--- config.mk ---
export PLATFORM = sky130hd
export DESIGN_NAME = adrv9001_spi_responder
export DESIGN_NICKNAME = d
export VERILOG_FILES = /design/src/rtl/adrv9001_spi_responder.sv
export SDC_FILE = /design/constraint.sdc
export NUM_CORES = 2
export LEC_CHECK = 0
export CAP_MARGIN = 0
export CORE_MARGIN = 5
export CORE_UTILIZATION = 35
export CTS_BUF_LIST = sky130_fd_sc_hd__clkbuf_2
export CTS_CLUSTER_SIZE = 16
export DETAILED_ROUTE_END_ITERATION = 16
export DONT_BUFFER_PORTS = 1
export SYNTH_ARGS = -nofsm -noshare
export SYNTH_HDL_FRONTEND = slang
export SYNTH_SLANG_ARGS = --single-unit
--- constraint.sdc ---
create_clock -name clk -period 7.72 [get_ports clk]
set_clock_uncertainty 0.2 [all_clocks]
set_input_delay 0.772 -clock clk [delete_from_list [all_inputs] [get_ports clk]]
set_output_delay 0.772 -clock clk [all_outputs]
set_load 0.03 [all_outputs]
--- src/rtl/adrv9001_spi_responder.sv ---
// SPI target emulating the ADRV9001 register port: 16-bit instruction, then
// auto-incrementing 8-bit data bytes backed by a local byte register file.
module adrv9001_spi_responder #(
    parameter int ADDR_WIDTH  = 8,
    parameter int SYNC_STAGES = 2
) (
    input  logic                  clk,
    input  logic                  rstn,
    input  logic                  spi_clk,
    input  logic                  spi_csn,
    input  logic                  spi_mosi,
    output logic                  spi_miso,
    output logic                  spi_miso_t,
    output logic                  reg_wr_valid,
    output logic [14:0]           reg_wr_addr,
    output logic [7:0]            reg_wr_data,
    input  logic                  host_wr_en,
    input  logic [ADDR_WIDTH-1:0] host_wr_addr,
    input  logic [7:0]            host_wr_data,
    output logic                  host_wr_drop,
    output logic                  busy,
    output logic                  err,
    input  logic                  err_clr
);

    typedef enum logic [1:0] {ST_IDLE, ST_INSTR, ST_DATA} state_t;

    logic [SYNC_STAGES-1:0] r_clk_sync, r_csn_sync, r_mosi_sync;
    logic                   r_clk_prev, r_csn_prev;
    logic [7:0]             r_mem [2**ADDR_WIDTH];

    state_t      r_state;
    logic [3:0]  r_bit_cnt;
    logic [14:0] r_instr;
    logic [6:0]  r_rx;
    logic        r_rw;
    logic [14:0] r_addr;
    logic [7:0]  r_tx;
    logic        r_miso_t, r_busy, r_wr_valid, r_drop, r_err;
    logic [14:0] r_wr_addr;
    logic [7:0]  r_wr_data;

    logic        w_clk_s, w_csn_s, w_mosi_s;
    logic        w_rise, w_fall, w_csn_fall;
    logic [15:0] w_instr_next;
    logic [7:0]  w_rx_next;
    logic [14:0] w_addr_inc, w_rd_addr;
    logic        w_rd_oor, w_wr_oor;
    logic [7:0]  w_mem_rd;
    logic        w_instr_done, w_byte_done, w_spi_we, w_err_set;

    // csn chain resets to "asserted" so a transfer only starts after csn is seen high then low
    always_ff @(posedge clk or negedge rstn) begin
        if (!rstn) begin
            r_clk_sync  <= '0;
            r_csn_sync  <= '0;
            r_mosi_sync <= '0;
            r_clk_prev  <= 1'b0;
            r_csn_prev  <= 1'b0;
        end else begin
            r_clk_sync  <= {r_clk_sync[SYNC_STAGES-2:0], spi_clk};
            r_csn_sync  <= {r_csn_sync[SYNC_STAGES-2:0], spi_csn};
            r_mosi_sync <= {r_mosi_sync[SYNC_STAGES-2:0], spi_mosi};
            r_clk_prev  <= w_clk_s;
            r_csn_prev  <= w_csn_s;
        end
    end

    always_comb begin
        w_clk_s      = r_clk_sync[SYNC_STAGES-1];
        w_csn_s      = r_csn_sync[SYNC_STAGES-1];
        w_mosi_s     = r_mosi_sync[SYNC_STAGES-1];
        w_rise       = w_clk_s & ~r_clk_prev;
        w_fall       = ~w_clk_s & r_clk_prev;
        w_csn_fall   = r_csn_prev & ~w_csn_s;
        w_instr_next = {r_instr, w_mosi_s};
        w_rx_next    = {r_rx, w_mosi_s};
        w_addr_inc   = r_addr + 15'd1;
        w_rd_addr    = (r_state == ST_INSTR) ? w_instr_next[14:0] : w_addr_inc;
        w_rd_oor     = (w_rd_addr >> ADDR_WIDTH) != 15'd0;
        w_wr_oor     = (r_addr >> ADDR_WIDTH) != 15'd0;
        w_mem_rd     = w_rd_oor ? 8'h00 : r_mem[w_rd_addr[ADDR_WIDTH-1:0]];
        w_instr_done = (r_state == ST_INSTR) & w_rise & ~w_csn_s & (r_bit_cnt == 4'd15);
        w_byte_done  = (r_state == ST_DATA) & w_rise & ~w_csn_s & (r_bit_cnt == 4'd7);
        w_spi_we     = w_byte_done & ~r_rw & ~w_wr_oor;
        w_err_set    = (w_byte_done & (r_rw ? w_rd_oor : w_wr_oor))
                     | (w_instr_done & w_instr_next[15] & w_rd_oor);
    end

    // SPI write has priority over the host port
    always_ff @(posedge clk) begin
        if (w_spi_we)
            r_mem[r_addr[ADDR_WIDTH-1:0]] <= w_rx_next;
        else if (host_wr_en)
            r_mem[host_wr_addr] <= host_wr_data;
    end

    always_ff @(posedge clk or negedge rstn) begin
        if (!rstn) begin
            r_state    <= ST_IDLE;
            r_bit_cnt  <= '0;
            r_instr    <= '0;
            r_rx       <= '0;
            r_rw       <= 1'b0;
            r_addr     <= '0;
            r_tx       <= '0;
            r_miso_t   <= 1'b1;
            r_busy     <= 1'b0;
            r_wr_valid <= 1'b0;
            r_wr_addr  <= '0;
            r_wr_data  <= '0;
            r_drop     <= 1'b0;
            r_err      <= 1'b0;
        end else begin
            r_wr_valid <= w_spi_we;
            r_drop     <= w_spi_we & host_wr_en;
            r_err      <= (r_err & ~err_clr) | w_err_set;
            if (w_spi_we) begin
                r_wr_addr <= r_addr;
                r_wr_data <= w_rx_next;
            end
            if (w_csn_s) begin
                r_state  <= ST_IDLE;
                r_miso_t <= 1'b1;
                r_busy   <= 1'b0;
            end else begin
                case (r_state)
                    ST_IDLE: begin
                        if (w_csn_fall) begin
                            r_state   <= ST_INSTR;
                            r_bit_cnt <= '0;
                            r_miso_t  <= 1'b0;
                            r_busy    <= 1'b1;
                            r_tx      <= '0;
                        end
                    end
                    ST_INSTR: begin
                        if (w_rise) begin
                            r_instr   <= w_instr_next[14:0];
                            r_bit_cnt <= r_bit_cnt + 4'd1;
                            if (w_instr_done) begin
                                r_rw      <= w_instr_next[15];
                                r_addr    <= w_instr_next[14:0];
                                r_tx      <= w_instr_next[15] ? w_mem_rd : 8'h00;
                                r_bit_cnt <= '0;
                                r_state   <= ST_DATA;
                            end
                        end
                    end
                    ST_DATA: begin
                        if (w_rise) begin
                            r_rx      <= w_rx_next[6:0];
                            r_bit_cnt <= r_bit_cnt + 4'd1;
                            if (w_byte_done) begin
                                r_addr    <= w_addr_inc;
                                r_bit_cnt <= '0;
                                if (r_rw)
                                    r_tx <= w_mem_rd;
                            end
                        end else if (w_fall && r_bit_cnt != 4'd0) begin
                            r_tx <= {r_tx[6:0], 1'b0};
                        end
                    end
                    default: r_state <= ST_IDLE;
                endcase
            end
        end
    end

    assign spi_miso     = r_tx[7];
    assign spi_miso_t   = r_miso_t;
    assign reg_wr_valid = r_wr_valid;
    assign reg_wr_addr  = r_wr_addr;
    assign reg_wr_data  = r_wr_data;
    assign host_wr_drop = r_drop;
    assign busy         = r_busy;
    assign err          = r_err;

endmodule

# ---- Yosys cells after proc, flatten, opt, wreduce, memory -nomap -nowiden
# Memory sizes are Yosys's and may differ from the RTL's.
# Cells that the tools add are included.
dict set report classes {
  add_sub_neg 2
  eq_ne 16
  muxes 42
  n_bitwise 24
  reduce_logical 18
}
# op count
set ops {}
lappend ops {{$mux 8} 11}
lappend ops {{$mux 15} 5}
lappend ops {{$pmux 15 s2} 1}
lappend ops {{$reduce_bool 15->1} 2}
lappend ops {{$pmux 8 s3} 1}
lappend ops {{$mux 4} 5}
lappend ops {{$and 1x1->1} 16}
lappend ops {{$add 15x1->15 const B} 1}
lappend ops {{$ne 3x3->1 const B} 5}
lappend ops {{$mux 1} 13}
lappend ops {{$ne 2x2->1 const B} 6}
lappend ops {{$pmux 4 s3} 1}
lappend ops {{$mux 2} 4}
lappend ops {{$reduce_and 4->1} 2}
lappend ops {{$reduce_and 8->1} 1}
lappend ops {{$reduce_or 8->1} 1}
lappend ops {{$not 1->1} 6}
lappend ops {{$pmux 2 s3} 1}
lappend ops {{$reduce_and 3->1} 2}
lappend ops {{$reduce_and 6->1} 1}
lappend ops {{$reduce_bool 2->1} 3}
lappend ops {{$reduce_and 5->1} 1}
lappend ops {{$add 4x1->4 const B} 1}
lappend ops {{$eq 4x3->1 const B} 1}
lappend ops {{10 further kinds} 11}
dict set report word_totals {
  reg_bits 88
  ram_bits 2048
  mem_count 1
}
# name depth width rd rd_ports_with_merged_regs write_ports line_no
set mem_list {}
lappend mem_list {r_mem 256 8 1 0 1 30} ;# logic [7:0] r_mem [2**ADDR_WIDTH];

# ---- Depth between registers and ports, before layout
dict set report depth {
  depth_word 11
  depth_mapped 18
  mapped_depth_nobuf 11
}

# ---- Least setup slack after synthesis
# No wires, ideal clock.
dict set report synth_timing {
  kind {reg-to-reg}
  start {register r_state[0]}
  end {memory r_mem[0][0], data pin}
  setup_ns 0.822
  t_arrival_ns 5.011
  t_required_ns 6.698
  slack_ns 1.687
  path_stages_with_launch 12
  cell_sequence {dfrtp_1 inv_1 ha_1 nand3b_1 nor4_2 and2_1 buf_2 inv_1 nand2_1 buf_2 nand2_1 nand2_1}
}
dict set report synth_between {
  elab_chain_cells 10
}
# element line_no
set synth_lines {}
lappend synth_lines {{from (decl)} 32} ;# state_t r_state;
lappend synth_lines {{from (signal assigned)} 100} ;# r_state <= ST_IDLE;
lappend synth_lines {{from (signal assigned)} 123} ;# r_state <= ST_IDLE;
lappend synth_lines {{from (signal assigned)} 130} ;# r_state <= ST_INSTR;
lappend synth_lines {{$eq 2x2->1} 84} ;# w_byte_done = (r_state == ST_DATA) & w_rise & ~w_csn_s & (r_bit_cnt == 4'd7);
lappend synth_lines {{$and 1x1->1 (3 in series)} 84}
lappend synth_lines {{$and 1x1->1 (2 in series)} 85} ;# w_spi_we = w_byte_done & ~r_rw & ~w_wr_oor;
lappend synth_lines {{$mux 1} 92} ;# if (w_spi_we)
lappend synth_lines {{$mux 1 (not written as such)} 95} ;# r_mem[host_wr_addr] <= host_wr_data;
lappend synth_lines {{$reduce_or 8->1 (no source line)} -}
lappend synth_lines {{$mux 8 (no source line)} -}
lappend synth_lines {{to (decl)} 30}
# No other way between the ends.

# ---- Worst setup path in the final report
dict set report layout_timing {
  start {register r_state[0]}
  end {memory r_mem[143][0] (enable)}
}
dict set report layout_between {
  elab_chain_cells 10
  elab_cells_between_ends 13
  classes_between {eq/ne: 1; mux: 6; bitwise: 5; reduce/logical: 1}
}
# element line_no
set layout_lines {}
lappend layout_lines {{$eq 2x2->1 *} 84}
lappend layout_lines {{$and 1x1->1 * (3 in series)} 84}
lappend layout_lines {{$and 1x1->1 * (2 in series)} 85}
lappend layout_lines {{$mux 1} 92}
lappend layout_lines {{$mux 1 (not written as such)} 95}
lappend layout_lines {{$reduce_or 8->1 (no source line)} -}
lappend layout_lines {{$mux 8 (no source line) or $mux 1 (tied branches)} -}
# Mark *: on every way between the ends. The rest lies on a longest branch, timed or not.

==> metrics.md <==
| Metric | Value |
|---|---|
| Drt wl/cell | roughly 28 um |
| Startpoint types | flip-flop |
| Critical Path, Cell by Cell | inv_1, ha_1, buf_4, nand3b_1, nor4_2, and2_1, nor2b_2, buf_4, or3_1, o31ai_2, dlygate4sd3_1, buf_4, nand2_1, dlygate4sd3_1, nor2_1 |
| DP HPWL | around 160000 um |
| Via count of the first global-routing pass | around 56000 |
| Final core area utilization | 38.8% |
| Total via count after detailed routing | between 50000 and 60000 |
| CTS root buffer | sky130_fd_sc_hd__clkbuf_2 |
| Top cells by area, synth | sky130_fd_sc_hd__edfxtp_1, sky130_fd_sc_hd__nand2_1, sky130_fd_sc_hd__dfrtp_1, sky130_fd_sc_hd__mux4_2, sky130_fd_sc_hd__nand3_1 |
| Initial core utilization | around a third |
| Total of max-cap violations | 1 |
| First-pass GRT wire length | 402000 um |
| All-Layer GR Usage | 21.3% |
| Count of pins on the block boundary | 52 |
| Predominant post-synthesis flop cell | sky130_fd_sc_hd__edfxtp_1 |
| Cells after synthesis | between 6000 and 7000 |
| Most common cell in the synthesized netlist | sky130_fd_sc_hd__edfxtp_1 |
| Yosys top cell area share | between 70% and 80% |
| Layout Nets | around 6400 |
| Net switching fraction of the power | about 47% |
| Number of inserted filler cells in the final layout | 23359 |
| Die Footprint | 258000 um2 |
| Buffers from clock root to sink, at most | 4 |
| Number of DRC violations after detailed routing | 0 |
| Post-route total power | between 30 and 40 mW |
| Arr. time, crit path | roughly 7500 ps |
| Cell Area, Synth | 86900 um2 |
| Count of buffering cells on the critical path with inverters included | 6 |
| Max-slew violation count | 5 |
| Average via count per standard cell | about 5.8 |
| Sequential cell area in the final layout | ~64000 um2 |
| Library cell occupying the most area in the post-synthesis netlist | sky130_fd_sc_hd__edfxtp_1 |
| Number of port buffers | 0 |
| Delay-heaviest family, CP | simple AND/OR/NAND/NOR gates |
| Number of gates given a new drive strength after cts | 0 |
| Sort of element at the end of the critical path | flip-flop |
| WP data required | just under 9000 ps |
| Final TNS setup | 0 ps |
| Count of flip-flops with a built-in enable after synthesis | a little over 2000 |
| Num rows | 182 |
| Height of the die | 508 um |
| Highest Clock Rate | between 0.15 and 0.2 GHz |
| Core footprint | approximately 250000 um2 |
| Comb pwr share | 47.7% |
| Weighted congestion reported at the end of routability-driven placement | 0.890 |
| Library cells used by synthesis | 95 |
| Clock Pin Slew Worst Setup and Hold Paths | 100 ps |
| Switching Power | around 18 mW |
| Mean instance size in the synthesized netlist | ~14 um2 |
| Outcome | finished, violations left |
| Sequential share of the synthesized area | about three quarters |
| Post-route worst hold slack | approximately 170 ps |
| Cell seen most often among critical-path stages | sky130_fd_sc_hd__buf_4 |
| Setup slack of the worst register-to-register path | about 1400 ps |
| DIE WIDTH | between 500 and 600 um |
| Final setup fails | 0 |
| CTS tree | built |
| Leakage power total | 32.4 nW |
| Ratio of cells with drive above 1 in the final layout | around 18% |
| Drt first-iter violations | slightly above 8000 |
| Minimum clock period | about 6300 ps |
| Antenna-violating nets left | 0 |
| RSZ-0062 raised after global routing | no |
| Fin crit share | 81.9% |
| Leading cell types by count after synthesis | sky130_fd_sc_hd__edfxtp_1, sky130_fd_sc_hd__nand2_1, sky130_fd_sc_hd__nand3_1 |
| Antenna violations before repair | 24 |
| Ratio of total power to cell area | between 400 and 500 nW/um2 |
| First-pass detailed-route iteration total | 9 |
| H-tree level count | 6 |
| Total routed wirelength | ~280000 um |
| Synthesized netlist net count | 6063 |
| Async set or reset register ratio after synthesis | 4.12% |
| Flip-flop and latch count after synthesis | around 2100 |
| Largest net degree at the start of global routing | between 150 and 200 |
| Worst-skew pair later-pin latency | ~1900 ps |
| TritonCTS sink count | about 2100 |
| Clock buffer count from CTS | around 550 |
| Largest stage delay on the critical path | just under 900 ps |
| Type of the worst setup path | flip-flop to flip-flop |
| Worst slew slack as a fraction of its limit | -2.91% |
| Part of the total power dissipated in sequential elements | roughly a third |
| IR Drop Worst-Case VDD | 0.704 mV |
| Cell Int Power | a little over 20 mW |
| CP max FO | 40 |
| Power share of the clock group | between 10% and 20% |
| Congestion Overflow GR | 0 |
| Cell at the slowest stage of the critical path | sky130_fd_sc_hd__dlygate4sd3_1 |
| Tightest Hold Check Type | flip-flop to flip-flop |
| Growth of design area from synthesis to finish | 10.0% |
| Multi-input gate area in the final layout | 21100 um2 |
| Number of warnings reported in the yosys synthesis log | 0 |
| Slew at the pin closest to its max-slew limit | 1530 ps |
| Fin. Hold Viols | 0 |
| Violations in the final reports | max-capacitance violations, max-slew violations |
what timing repair did:
action	4_1_cts	5_1_grt
hold buffers	54	0
hold endpoints to repair	3532	0
setup buffers	0	0
cells in the final DEF (no fill, tap or decap), types with 9 or more instances in the layout:
cell type and instances:
sky130_fd_sc_hd__a31o_2 18, sky130_fd_sc_hd__diode_2 14, sky130_fd_sc_hd__a21boi_0 21, sky130_fd_sc_hd__and3_1 164, sky130_fd_sc_hd__a32oi_1 54, sky130_fd_sc_hd__inv_1 17
sky130_fd_sc_hd__clkbuf_2 765, sky130_fd_sc_hd__nand2_1 1162, sky130_fd_sc_hd__clkinv_2 12, sky130_fd_sc_hd__o21ai_1 13, sky130_fd_sc_hd__o31ai_1 9, sky130_fd_sc_hd__mux2_2 67
sky130_fd_sc_hd__nor2_1 301, sky130_fd_sc_hd__nor4_1 18, sky130_fd_sc_hd__edfxtp_1 2048, sky130_fd_sc_hd__mux2_1 20, sky130_fd_sc_hd__nand3_1 392, sky130_fd_sc_hd__mux4_2 96
sky130_fd_sc_hd__a2111oi_0 45, sky130_fd_sc_hd__a22oi_1 24, sky130_fd_sc_hd__nand2b_1 11, sky130_fd_sc_hd__nor2b_1 15, sky130_fd_sc_hd__a211oi_1 135, sky130_fd_sc_hd__buf_12 34
sky130_fd_sc_hd__nand4_1 30, sky130_fd_sc_hd__a21oi_1 144, sky130_fd_sc_hd__inv_2 14, sky130_fd_sc_hd__o21ai_0 117, sky130_fd_sc_hd__o41ai_1 11, sky130_fd_sc_hd__dlygate4sd3_1 52
sky130_fd_sc_hd__nor3_1 37, sky130_fd_sc_hd__a31oi_1 75, sky130_fd_sc_hd__buf_4 107, sky130_fd_sc_hd__dfrtp_1 87, sky130_fd_sc_hd__a311oi_1 99, sky130_fd_sc_hd__o22ai_1 37
sky130_fd_sc_hd__clkinv_1 82, sky130_fd_sc_hd__mux2i_1 160, sky130_fd_sc_hd__nand2_4 9
sequential cells by signal, summed over array words and instances (netlist names), 4 cells and up:
register,cells
reg_wr_addr,15
r_mem,2048
r_instr,15
r_tx,8
r_bit_cnt,4
r_addr,15
reg_wr_data,8
r_rx,7
metrics by stage:
stage | std cells | worst slack [ps] | cell area (um2)
6_report | 10004 | 1390 | 95600
5_1_grt | 9996 | 1110 | 95600
4_1_cts | 9990 | 1440 | 95500
3_5_place_dp | 9057 | 1810 | 90500
3_3_place_gp | 9057 | 1800 | 90500
2_1_floorplan | 6032 | 1690 | 86900
cell families after synthesis:
family,share of synthesized area [%]
XOR/XNOR,0.0591
multiplexers,5.51
AO/OA/AOI/OAI,7.34
adder cells (fa/ha/maj),0.115
buffers and inverters,2.59
AND/OR/NAND/NOR,11.0
flip-flops,73.3
routing by layer:
| layer | part of all wire, % | up-vias | track usage [%] |
|---|---|---|---|
| met5 | 0.024 | - | 0 |
| met3 | 12 | 716 | 6.07 |
| li1 | - | 23977 | - |
| met1 | 39 | 28911 | 28.8 |
| met4 | 5.0 | 10 | 10.5 |
| met2 | 44 | 3985 | 31.5 |
final timing paths:
kind                          startpoint             to  cells after the start
max                           r_state[0]  r_mem[143][0]                     15
min                        r_csn_sync[0]  r_csn_sync[1]                      0
max reg2reg                   r_state[0]  r_mem[143][0]                     15
min reg2reg                r_csn_sync[0]  r_csn_sync[1]                      0
max in group asynchronous           rstn        r_tx[1]                      5
min in group asynchronous           rstn     r_instr[7]                      5
power by group through the flow:
stage | clock network [mW] | registers, mW | logic, mW
2_1_floorplan | 0 | 13.3 | 10.4
3_3_place_gp | 0 | 13.3 | 18.0
3_5_place_dp | 0 | 13.3 | 18.0
4_1_cts | 7.46 | 13.1 | 18.1
5_1_grt | 8.08 | 13.1 | 19.1
6_report | 7.35 | 13.1 | 18.6
final cells by class:
class                   instances  area share [%]
well taps                    3312            4.34
clock inverters               114           0.632
repair buffers                195            2.15
diodes                         14          0.0367
flip-flops and latches       2136            66.6
multi-input cells            3450            22.1
inverters                      18          0.0707
clock buffers                 765            4.01
Power figures use the tool's default switching activity.
